**src/rtl/depkt_pkg.sv**
```systemverilog
// Shared header geometry and state encoding for the depacketizer (and the TX packetizer).
package depkt_pkg;

  localparam int HDR_PRE   = 224;
  localparam int HDR_MARK  = 32;
  localparam int HDR_MOD   = 8;
  localparam int HDR_LEN   = 16;
  localparam int HDR_TAIL  = 40;
  localparam int HDR_TOTAL = 320;

  // Header symbol indices at which each field is complete.
  localparam logic [8:0] K_MARK_FIRST = 9'(HDR_PRE + 1);
  localparam logic [8:0] K_MARK_END   = 9'(HDR_PRE + HDR_MARK - 1);
  localparam logic [8:0] K_MOD_END    = 9'(HDR_PRE + HDR_MARK + HDR_MOD - 1);
  localparam logic [8:0] K_LEN_END    = 9'(HDR_PRE + HDR_MARK + HDR_MOD + HDR_LEN - 1);
  localparam logic [8:0] K_TAIL_END   = 9'(HDR_TOTAL - 1);

  typedef enum logic [6:0] {
    HUNT  = 7'b0000001,
    MARK  = 7'b0000010,
    MOD   = 7'b0000100,
    LEN   = 7'b0001000,
    TAIL  = 7'b0010000,
    PLD   = 7'b0100000,
    DRAIN = 7'b1000000
  } state_t;

  function automatic logic [15:0] payloadSymbs(input logic isBpsk, input logic [15:0] lenBits);
    return isBpsk ? lenBits : {1'b0, lenBits[15:1]};
  endfunction

endpackage

```
**src/rtl/depkt_if.sv**
```systemverilog
// AXI-stream style symbol bundle used on both sides of the depacketizer.
interface depkt_if #(parameter int BYTES = 1);
  logic [BYTES*8-1:0] tdata;
  logic               tvalid;
  logic               tready;
  logic               tlast;
  logic               tuser;

  modport master (output tdata, output tvalid, output tlast, output tuser, input tready);
  modport slave  (input tdata, input tvalid, output tready);
endinterface

```
**src/rtl/depkt_sync_det.sv**
```systemverilog
// Preamble run counter and phase-reversal marker detector.
// Build option: DEPKT_PHASE_INV_EN also locks on an inverted (repeated '0') marker.
module depkt_sync_det
  import depkt_pkg::*;
#(
  parameter int MIN_ALT = 64
) (
  input  logic clk,
  input  logic rst,
  input  logic i_hunt,
  input  logic i_evt,
  input  logic i_bit,
  output logic o_lock,
  output logic o_inv
);

  localparam logic [7:0] MIN_RUN = 8'(MIN_ALT);

  logic [7:0] r_run;
  logic       r_prev;
  logic       r_inv;
  logic       w_repeat;
  logic       w_polarityOk;

  assign w_repeat = (i_bit == r_prev);

`ifdef DEPKT_PHASE_INV_EN
  assign w_polarityOk = 1'b1;
`else
  assign w_polarityOk = i_bit;
`endif

  assign o_lock = i_hunt & i_evt & w_repeat & w_polarityOk & (r_run >= MIN_RUN);
  assign o_inv  = r_inv;

  // The run restarts from zero every time the receiver falls back to hunting.
  always_ff @(posedge clk) begin
    if (rst || !i_hunt) begin
      r_run  <= 8'd0;
      r_prev <= 1'b0;
    end else if (i_evt) begin
      r_prev <= i_bit;
      if (w_repeat)
        r_run <= 8'd1;
      else if (r_run != 8'hFF)
        r_run <= r_run + 8'd1;
    end
  end

  always_ff @(posedge clk) begin
    if (rst)
      r_inv <= 1'b0;
    else if (i_hunt)
      r_inv <= o_lock & ~i_bit;
  end

endmodule

```
**src/rtl/depacketizer.sv**
```systemverilog
// Hunts the 320-symbol BPSK header, decodes modulation and length, then forwards the payload as an AXIS packet.
module depacketizer
  import depkt_pkg::*;
#(
  parameter int BYTES   = 1,
  parameter int MIN_ALT = 64,
  parameter int MAX_ERR = 2
) (
  input  logic        clk,
  input  logic        rst,
  depkt_if.slave      i_sym,
  depkt_if.master     o_pld,
  output logic [15:0] o_payload_length,
  output logic        o_hdr_vld,
  output logic        o_hdr_err
);

  localparam logic [5:0] MAX_ERR_C = 6'(MAX_ERR);

  state_t             r_state;
  logic [8:0]         r_k;
  logic [5:0]         r_errCnt;
  logic [3:0]         r_modOnes;
  logic               r_isBpsk;
  logic [15:0]        r_len;
  logic [15:0]        r_pldSymbs;
  logic [15:0]        r_pldCnt;
  logic [BYTES*8-1:0] r_tdata;
  logic               r_tvalid;
  logic               r_tlast;
  logic               r_tuser;
  logic [15:0]        r_payloadLength;
  logic               r_hdrVld;
  logic               r_hdrErr;

  logic        w_hunt;
  logic        w_ready;
  logic        w_evt;
  logic        w_lock;
  logic        w_inv;
  logic        w_bit;
  logic        w_mis;
  logic        w_modOne;
  logic        w_outFire;
  logic [5:0]  w_errTotal;
  logic [3:0]  w_modTotal;
  logic [15:0] w_pldSymbs;

  assign w_hunt     = (r_state == HUNT);
  assign w_ready    = (r_state == PLD) ? (o_pld.tready | ~r_tvalid) : 1'b1;
  assign w_evt      = i_sym.tvalid & w_ready;
  assign w_bit      = i_sym.tdata[0] ^ w_inv;
  assign w_mis      = (w_bit == r_k[0]);
  assign w_modOne   = w_bit ^ r_k[0];
  assign w_outFire  = r_tvalid & o_pld.tready;
  assign w_errTotal = r_errCnt + {5'd0, w_mis};
  assign w_modTotal = r_modOnes + {3'd0, w_modOne};
  assign w_pldSymbs = payloadSymbs(r_isBpsk, r_len);

  depkt_sync_det #(.MIN_ALT(MIN_ALT)) u_syncDet (
    .clk    (clk),
    .rst    (rst),
    .i_hunt (w_hunt),
    .i_evt  (w_evt),
    .i_bit  (i_sym.tdata[0]),
    .o_lock (w_lock),
    .o_inv  (w_inv)
  );

  assign i_sym.tready     = w_ready;
  assign o_pld.tdata      = r_tdata;
  assign o_pld.tvalid     = r_tvalid;
  assign o_pld.tlast      = r_tlast;
  assign o_pld.tuser      = r_tuser;
  assign o_payload_length = r_payloadLength;
  assign o_hdr_vld        = r_hdrVld;
  assign o_hdr_err        = r_hdrErr;

  // r_k always holds the header index of the next symbol to arrive.
  always_ff @(posedge clk) begin
    if (rst) begin
      r_state         <= HUNT;
      r_k             <= 9'd0;
      r_errCnt        <= 6'd0;
      r_modOnes       <= 4'd0;
      r_isBpsk        <= 1'b0;
      r_len           <= 16'd0;
      r_pldSymbs      <= 16'd0;
      r_pldCnt        <= 16'd0;
      r_tdata         <= '0;
      r_tvalid        <= 1'b0;
      r_tlast         <= 1'b0;
      r_tuser         <= 1'b1;
      r_payloadLength <= 16'd0;
      r_hdrVld        <= 1'b0;
      r_hdrErr        <= 1'b0;
    end else begin
      r_hdrVld <= 1'b0;
      r_hdrErr <= 1'b0;
      if (w_outFire) begin
        r_tvalid <= 1'b0;
        r_tlast  <= 1'b0;
      end
      case (r_state)
        HUNT: begin
          if (w_lock) begin
            r_state  <= MARK;
            r_k      <= K_MARK_FIRST;
            r_errCnt <= 6'd0;
          end
        end
        MARK: begin
          if (w_evt) begin
            r_k      <= r_k + 9'd1;
            r_errCnt <= w_errTotal;
            if (r_k == K_MARK_END) begin
              if (w_errTotal > MAX_ERR_C) begin
                r_hdrErr <= 1'b1;
                r_state  <= HUNT;
              end else begin
                r_modOnes <= 4'd0;
                r_state   <= MOD;
              end
            end
          end
        end
        MOD: begin
          if (w_evt) begin
            r_k       <= r_k + 9'd1;
            r_modOnes <= w_modTotal;
            if (r_k == K_MOD_END) begin
              r_isBpsk <= (w_modTotal >= 4'd4);
              r_state  <= LEN;
            end
          end
        end
        LEN: begin
          if (w_evt) begin
            r_k   <= r_k + 9'd1;
            r_len <= {r_len[14:0], w_bit};
            if (r_k == K_LEN_END)
              r_state <= TAIL;
          end
        end
        TAIL: begin
          if (w_evt) begin
            r_k <= r_k + 9'd1;
            if (r_k == K_TAIL_END) begin
              if (w_pldSymbs == 16'd0) begin
                r_hdrErr <= 1'b1;
                r_state  <= HUNT;
              end else begin
                r_hdrVld        <= 1'b1;
                r_payloadLength <= r_len;
                r_tuser         <= r_isBpsk;
                r_pldSymbs      <= w_pldSymbs;
                r_pldCnt        <= 16'd0;
                r_state         <= PLD;
              end
            end
          end
        end
        PLD: begin
          if (w_evt) begin
            r_tdata  <= i_sym.tdata ^ {(BYTES*8){w_inv}};
            r_tvalid <= 1'b1;
            r_pldCnt <= r_pldCnt + 16'd1;
            if (r_pldCnt == r_pldSymbs - 16'd1) begin
              r_tlast <= 1'b1;
              r_state <= DRAIN;
            end else begin
              r_tlast <= 1'b0;
            end
          end
        end
        DRAIN: begin
          if (w_outFire)
            r_state <= HUNT;
        end
        default: r_state <= HUNT;
      endcase
    end
  end

endmodule

```
**src/flat_wrapper.sv**
```systemverilog
// flat-port wrapper written by rule: the top's interface ports become plain ports
module depacketizer_flat import depkt_pkg::*;
#(
  parameter int BYTES   = 1,
  parameter int MIN_ALT = 64,
  parameter int MAX_ERR = 2
)
  (clk, rst, o_payload_length, o_hdr_vld, o_hdr_err, i_sym_tdata, i_sym_tvalid, i_sym_tready, o_pld_tdata, o_pld_tvalid, o_pld_tlast, o_pld_tuser, o_pld_tready);
  depkt_if #(.BYTES(BYTES)) i_sym_i ();
  depkt_if #(.BYTES(BYTES)) o_pld_i ();
  input  logic clk;
  input  logic rst;
  output logic [15:0] o_payload_length;
  output logic o_hdr_vld;
  output logic o_hdr_err;
  input wire logic [$bits(i_sym_i.tdata)-1:0] i_sym_tdata;
  input wire logic [$bits(i_sym_i.tvalid)-1:0] i_sym_tvalid;
  output wire logic [$bits(i_sym_i.tready)-1:0] i_sym_tready;
  output wire logic [$bits(o_pld_i.tdata)-1:0] o_pld_tdata;
  output wire logic [$bits(o_pld_i.tvalid)-1:0] o_pld_tvalid;
  output wire logic [$bits(o_pld_i.tlast)-1:0] o_pld_tlast;
  output wire logic [$bits(o_pld_i.tuser)-1:0] o_pld_tuser;
  input wire logic [$bits(o_pld_i.tready)-1:0] o_pld_tready;
  assign i_sym_i.tdata = i_sym_tdata;
  assign i_sym_i.tvalid = i_sym_tvalid;
  assign i_sym_tready = i_sym_i.tready;
  assign o_pld_tdata = o_pld_i.tdata;
  assign o_pld_tvalid = o_pld_i.tvalid;
  assign o_pld_tlast = o_pld_i.tlast;
  assign o_pld_tuser = o_pld_i.tuser;
  assign o_pld_i.tready = o_pld_tready;
  depacketizer #(.BYTES(BYTES), .MIN_ALT(MIN_ALT), .MAX_ERR(MAX_ERR)) u_core (.clk(clk), .rst(rst), .i_sym(i_sym_i), .o_pld(o_pld_i), .o_payload_length(o_payload_length), .o_hdr_vld(o_hdr_vld), .o_hdr_err(o_hdr_err));
endmodule
```
**config.mk**
```make
export PLATFORM = sky130hd
export DESIGN_NAME = depacketizer_flat
export DESIGN_NICKNAME = d
export VERILOG_FILES = /design/src/rtl/depkt_pkg.sv /design/src/rtl/depkt_if.sv /design/src/rtl/depkt_sync_det.sv /design/src/rtl/depacketizer.sv /design/src/flat_wrapper.sv
export SDC_FILE = /design/constraint.sdc
export NUM_CORES = 1
export LEC_CHECK = 0
export ABC_AREA = 1
export CAP_MARGIN = 40
export CORE_UTILIZATION = 50
export DETAILED_ROUTE_END_ITERATION = 10
export DONT_BUFFER_PORTS = 1
export SLEW_MARGIN = 15
export SYNTH_ARGS = -nofsm -noshare
export SYNTH_HDL_FRONTEND = slang
export SYNTH_HIERARCHICAL = 1
export SYNTH_SLANG_ARGS = --single-unit
```
**constraint.sdc**
```tcl
create_clock -name clk -period 4.08 [get_ports clk]
set_input_delay 1.224 -clock clk [delete_from_list [all_inputs] [get_ports clk]]
set_output_delay 1.224 -clock clk [all_outputs]
set_load 0.1 [all_outputs]
```
==> results of run 1 <==
==> cells in the mapped netlist, types with 9 or more instances <==
| master | count |
|---|---|
| ha_1 | 9 |
| a21oi_1 | 93 |
| xor2_1 | 21 |
| dfxtp_1 | 114 |
| nand2_1 | 175 |
| nand3_1 | 53 |
| nor2_1 | 104 |
| buf_2 | 10 |
| o21ai_0 | 78 |
| xnor2_1 | 22 |
| nand4_1 | 18 |
| inv_1 | 117 |
| nor3_1 | 10 |
| o21ai_1 | 17 |
| clkbuf_1 | 13 |
==> area by class of cell <==
type                    count  area [sq um]  area share [%]
multi-input cells         663          3430            45.4
flip-flops and latches    114          2280            30.2
repair buffers             34           515            6.82
inverters                 128           483            6.39
clock buffers              19           453            5.99
well taps                 168           210            2.78
clock inverters            13           181            2.40
==> worst min-delay path, cell delays in order, from the launching register on <==
cell     delay, ps
dfxtp_1        320
inv_1           50
a21oi_1         50
==> kinds of logic after synthesis <==
kind of cell,synth area share [%]
AO/OA/AOI/OAI,16.8
XOR/XNOR,5.92
adder cells (fa/ha/maj),1.77
buffers and inverters,10.2
flip-flops,35.9
AND/OR/NAND/NOR,29.5
==> metal layers <==
layer  part of all wire, %  track usage [%]  vias up
met5                     0                0        -
met4                   1.2             8.05        0
met3                   4.3             6.01       19
met2                    50             43.4      141
met1                    45             31.3     2785
li1                      -                -     3077
==> metrics by stage <==
step	area [sq um]	worst slack [ps]	util (%)	power (mW)
6_report	7560	923	61.9	3.57
3_3_place_gp	6460	644	52.9	1.96
5_1_grt	7560	575	61.9	3.75
4_1_cts	7560	919	61.9	3.60
3_5_place_dp	6920	478	56.7	1.99
2_1_floorplan	6360	820	-	1.84
==> final timing paths <==
| path | start | to | slack (ps) | cells after the start |
|---|---|---|---|---|
| min reg2reg | u_core/r_modOnes[0]$_SDFFE_PP0P_ | u_core/r_modOnes[0]$_SDFFE_PP0P_ | 460 | 2 |
| max | i_sym_tdata[0] | u_core/r_modOnes[2]$_SDFFE_PP0P_ | 920 | 12 |
| min | u_core/r_modOnes[0]$_SDFFE_PP0P_ | u_core/r_modOnes[0]$_SDFFE_PP0P_ | 460 | 2 |
| max reg2reg | u_core/u_syncDet/o_inv$_SDFFE_PP0P_ | u_core/r_modOnes[2]$_SDFFE_PP0P_ | 1140 | 12 |
==> power breakdown <==
group          switching [mW]  total [mW]  internal, mW
Sequential             0.0615        1.24          1.18
Clock                   0.541        1.59          1.05
Combinational           0.486       0.733         0.246
Total                    1.09        3.57          2.48
==> flip-flops by register name, indices dropped and copies added, names as in the netlist, 4 cells and up <==
name,flops
u_core/r_pldCnt,16
u_core/r_modOnes,4
u_core/r_pldSymbs,16
u_core/o_pld.tdata,8
u_core/u_syncDet/r_run,8
u_core/r_state,7
u_core/r_errCnt,6
u_core/r_len,16
u_core/o_payload_length,16
u_core/r_k,9
==> metrics.yaml, run 1 <==
status: "completed"
synth_async_sr_flop_share_pct: 0
grt_pass1_wl_um: 26200
io_buffers: 0
syn_inst: 937
arrival_ps: 3470
slowest_stage: "o21ai_0"
cts_buffers: 17
rows: 40
yosys.cell_types.count: 46
grt_overflow_total: 0
nNetsFinal: 979
synth_seq_area_share_pct: 35.9
ant_nets: 0
syn_area_per_cell_sq_um: 6.79
rsz0062_at_grt: "false"
ir_worst_vdd_mv: 0.358
path_cells: "xnor2_1 > xor2_1 > inv_1 > ha_1 > ha_1 > xor2_1 > a21oi_1 > nand3_1 > o21ai_0 > nand4_1 > o21ai_0 > a21oi_1"
crit_path_max_fanout: 5
worstMarginPinSlew_ps: 853
place_congestion: 0.907
fmax_ghz: 0.317
yosysTopAreaCell: "dfxtp_1"
htreeDepth: 4
drive_gt1_share_pct: 11.3
clk_latency_ps: 420
leakage_nw: 3.12
synth-edff-count: 0
ctsResizeCount: 0
synth-seq-cells: 114
io_pins: 42
cp.buffers_inverters: 1
clkTransAtPathRegs_ps: 60
slowest_delay_ps: 310
worst_setup_path_end_kind: "flop"
critPathLaunchType: "input pin"
final_cells: 1139
post_cts_buffers: 0
place_inst: 1107
power_density_nw_per_um2: 472
diodes: 0
coreArea_sq_um: 12200
max-clock-path-buffers: 2
whs_ps: 463
drt_iter0_drc: 425
synth_nets: 958
start_util_pct: 52.1
cp.required_ps: 4390
yosysWarnings: 6
slew_viol_final: 0
dp_hpwl_um: 11300
period_needed_ps: 3160
synthTopCellsByArea: "dfxtp_1, nand2_1, a21oi_1"
clock-sinks: 114
vias: 6022
n_fill_cell: 1174
fp.dieH_um: 115
die_w_um: 115
ctsHoldBuffers: 0
cpLargestDelayFamily: "compound AO/OA/AOI/OAI gates"
die-area_sq_um: 13200
drt-total-wl_um: 15700
hold_violations: 0
relSlewSlack_pct: 43.1
min_path_type: "flop to flop"
cts_root_buf: "clkbuf_16"
cap_violations: 0
final_common_cell: "nand2_1"
yosys.area.top_type_share_pct: 35.9
worst_clock_skew_ps: 6.26
timing.final.crit_share_pct: 77.4
area_delta_synth_final_pct: 18.8
grt_antenna_before_repair: 0
critPathKind: "input pin to flop"
synth_ff_type: "dfxtp_1"
via_per_inst: 5.29
grt_max_degree: 55
mostFrequentLayoutCells: "nand2_1, inv_1, dfxtp_1"
grt_pass1_vias: 5628
setup_viol: 0
drc_errors: 0
drt_first_pass_iters: 5
grt_use_total_pct: 25.3
tns_ps: 0
cts_tree: "done"
wl_per_cell_um: 13.7
netlist_area_sq_um: 6360
(Power assumes the default switching activity.)
==> run 2, diff against run 1 <==
--- a/config.mk
+++ b/config.mk
@@ -10,6 +10,7 @@
 export CORE_UTILIZATION = 50
 export DETAILED_ROUTE_END_ITERATION = 10
 export DONT_BUFFER_PORTS = 1
+export PLACE_DENSITY = 0.68
 export SLEW_MARGIN = 15
 export SYNTH_ARGS = -nofsm -noshare
 export SYNTH_HDL_FRONTEND = slang
==> constraint.sdc (replaced) <==
create_clock -name clk -period 2.58 [get_ports clk]
set_input_delay 0.774 -clock clk [delete_from_list [all_inputs] [get_ports clk]]
set_output_delay 0.774 -clock clk [all_outputs]
set_load 0.1 [all_outputs]
==> metrics.yaml, run 2 (same netlist as run 1, synthesis figures left out) <==
cts_buffers: 17  # unchanged
clkTransAtPathRegs_ps: 60  # about the same
hold_violations: 0  # unchanged
io_pins: 42  # unchanged
period_needed_ps: 2480
slew_viol_final: 0  # unchanged
final_area_sq_um: 7380  # -2.3%
clock-sinks: 114  # unchanged
power.switching_mw: 1.74  # +60%
grt_antenna_before_repair: 0  # unchanged
final_cells: 1147  # +0.70%
die_w_um: 115  # unchanged
grt_pass1_wl_um: 25300  # -3.4%
coreArea_sq_um: 12200  # unchanged
mostFrequentLayoutCells: "nand2_1, inv_1, dfxtp_1"
drive_gt1_share_pct: 13.1  # +1.7 points
io_buffers: 0  # unchanged
fmax_ghz: 0.403
placed_area_sq_um: 6770  # -2.2%
cts_tree: "done"
leakage_nw: 3.07  # -1.5%
cap_violations: 0  # unchanged
drt_first_pass_iters: 5  # unchanged
power_frac_comb_pct: 22.3  # +1.8 points
grt_use_total_pct: 24.2  # -1.1 points
relSlewSlack_pct: 63.2  # +20 points
p_clk_share_pct: 41.8  # -2.9 points
multi_input_area_sq_um: 3480  # +1.5%
start_util_pct: 52.1  # unchanged
cts_root_buf: "clkbuf_16"
diodes: 0  # unchanged
drt-total-wl_um: 14900  # -5.0%
grt_overflow_total: 0  # unchanged
final_common_cell: "nand2_1"
place_congestion: 0.860  # -5.2%
arrival_ps: 2840  # -630 ps
post_cts_buffers: 0  # unchanged
grt_max_degree: 67  # +22%
max-clock-path-buffers: 2  # unchanged
wl_per_cell_um: 13.0  # -5.7%
ctsHoldBuffers: 0  # unchanged
timing.final.crit_share_pct: 96.1
seqPwrFrac_pct: 35.9  # +1.1 points
n_fill_cell: 1211  # +3.2%
whs_ps: 423  # -39.7 ps
ir_worst_vdd_mv: 0.828  # +130%
critPathKind: "input pin to flop"
fp.dieH_um: 115  # unchanged
rows: 40  # unchanged
worst_setup_path_end_kind: "flop"
drt_iter0_drc: 295  # -31%
nNetsFinal: 988  # +0.92%
seqCellArea_sq_um: 2290  # +0.16%
clk_latency_ps: 420  # about the same
dp_hpwl_um: 10400  # -8.2%
drc_errors: 0  # unchanged
vias: 5882  # -2.3%
crit_path_max_fanout: 5  # unchanged
worst_clock_skew_ps: 9.50  # +3.24 ps
place_inst: 1116  # +0.81%
grt_pass1_vias: 5374  # -4.5%
min_path_type: "input pin to flop"
die-area_sq_um: 13200  # unchanged
pre_cts_slack_ps: -341  # -820 ps
critPathLaunchType: "input pin"
setup_viol: 0  # unchanged
status: "completed"
tns_ps: 0  # unchanged
p_int_mw: 3.72  # +50%
htreeDepth: 4  # unchanged
worstMarginPinSlew_ps: 551  # -302 ps
cp.required_ps: 2940  # -1450 ps
via_per_inst: 5.13  # -3.0%
sw_frac_of_total_pct: 31.9  # +1.4 points
setup_slack_ps: 101  # -822 ps
finish.utilization_pct: 60.4  # -1.4 points
area_delta_synth_final_pct: 16.0
ant_nets: 0  # unchanged
finalPower_mw: 5.46  # +53%
power_density_nw_per_um2: 740  # +57%
-- run 2: cell types whose count changed in the layout (fill, tap and decap cells not counted), moves of 3 or more --
cell,before,now
clkinvlp_4,2,5
dfxtp_2,0,3
buf_4,5,41
dfxtp_1,114,111
buf_16,3,0
buf_8,25,1
-- run 2: worst paths after layout --
kind,depth (start not counted),slack (ps),start,to
max,13,100,i_sym_tdata[0],u_core/r_modOnes[3]$_SDFFE_PP0P_
min,1,420,rst,u_core/o_pld.tvalid$_SDFF_PP0_
max reg2reg,13,130,u_core/u_syncDet/o_inv$_SDFFE_PP0P_,u_core/r_modOnes[3]$_SDFFE_PP0P_
min reg2reg,2,450,u_core/r_isBpsk$_SDFFE_PP0P_,u_core/r_isBpsk$_SDFFE_PP0P_
-- run 2: power groups by stage --
stage	Clock [mW]	Sequential [mW]	Combinational, mW
2_1_floorplan	0	2.02	0.888
3_3_place_gp	0	1.99	1.14
3_5_place_dp	0	2.00	1.17
4_1_cts	2.32	1.96	1.18
5_1_grt	2.40	1.98	1.37
6_report	2.28	1.96	1.22
-- run 2: routing by layer --
| layer | up-vias | wire length (um) | global-route usage [%] |
|---|---|---|---|
| met2 | 112 | 6510 | 38.2 |
| met1 | 2653 | 7450 | 32.0 |
| met4 | 0 | 202 | 7.71 |
| met3 | 15 | 704 | 6.69 |
| met5 | - | 0 | 0 |
| li1 | 3102 | - | - |
-- run 2: layout make-up --
type | count | area share (%)
clock buffer | 19 | 6.00
clock inverter | 12 | 1.81
inverter | 128 | 6.54
multi-input combinational | 663 | 47.2
sequential | 114 | 31.0
tap | 168 | 2.85
timing repair buffer | 43 | 4.64
-- run 2: worst max-delay path, stage by stage --
cell and delay (ps):
xnor2_4 170, xor2_2 170, inv_1 90, ha_2 190, ha_2 180, xor2_1 160, a21oi_1 150, nand3_1 100
o21ai_1 140, buf_4 130, nand4_1 210, a21oi_2 230, o21a_1 130
-- run 2: repair_timing --
action	4_1_cts	5_1_grt
gates resized for setup	0	11
setup endpoints to repair	0	20
hold endpoints to repair	0	0
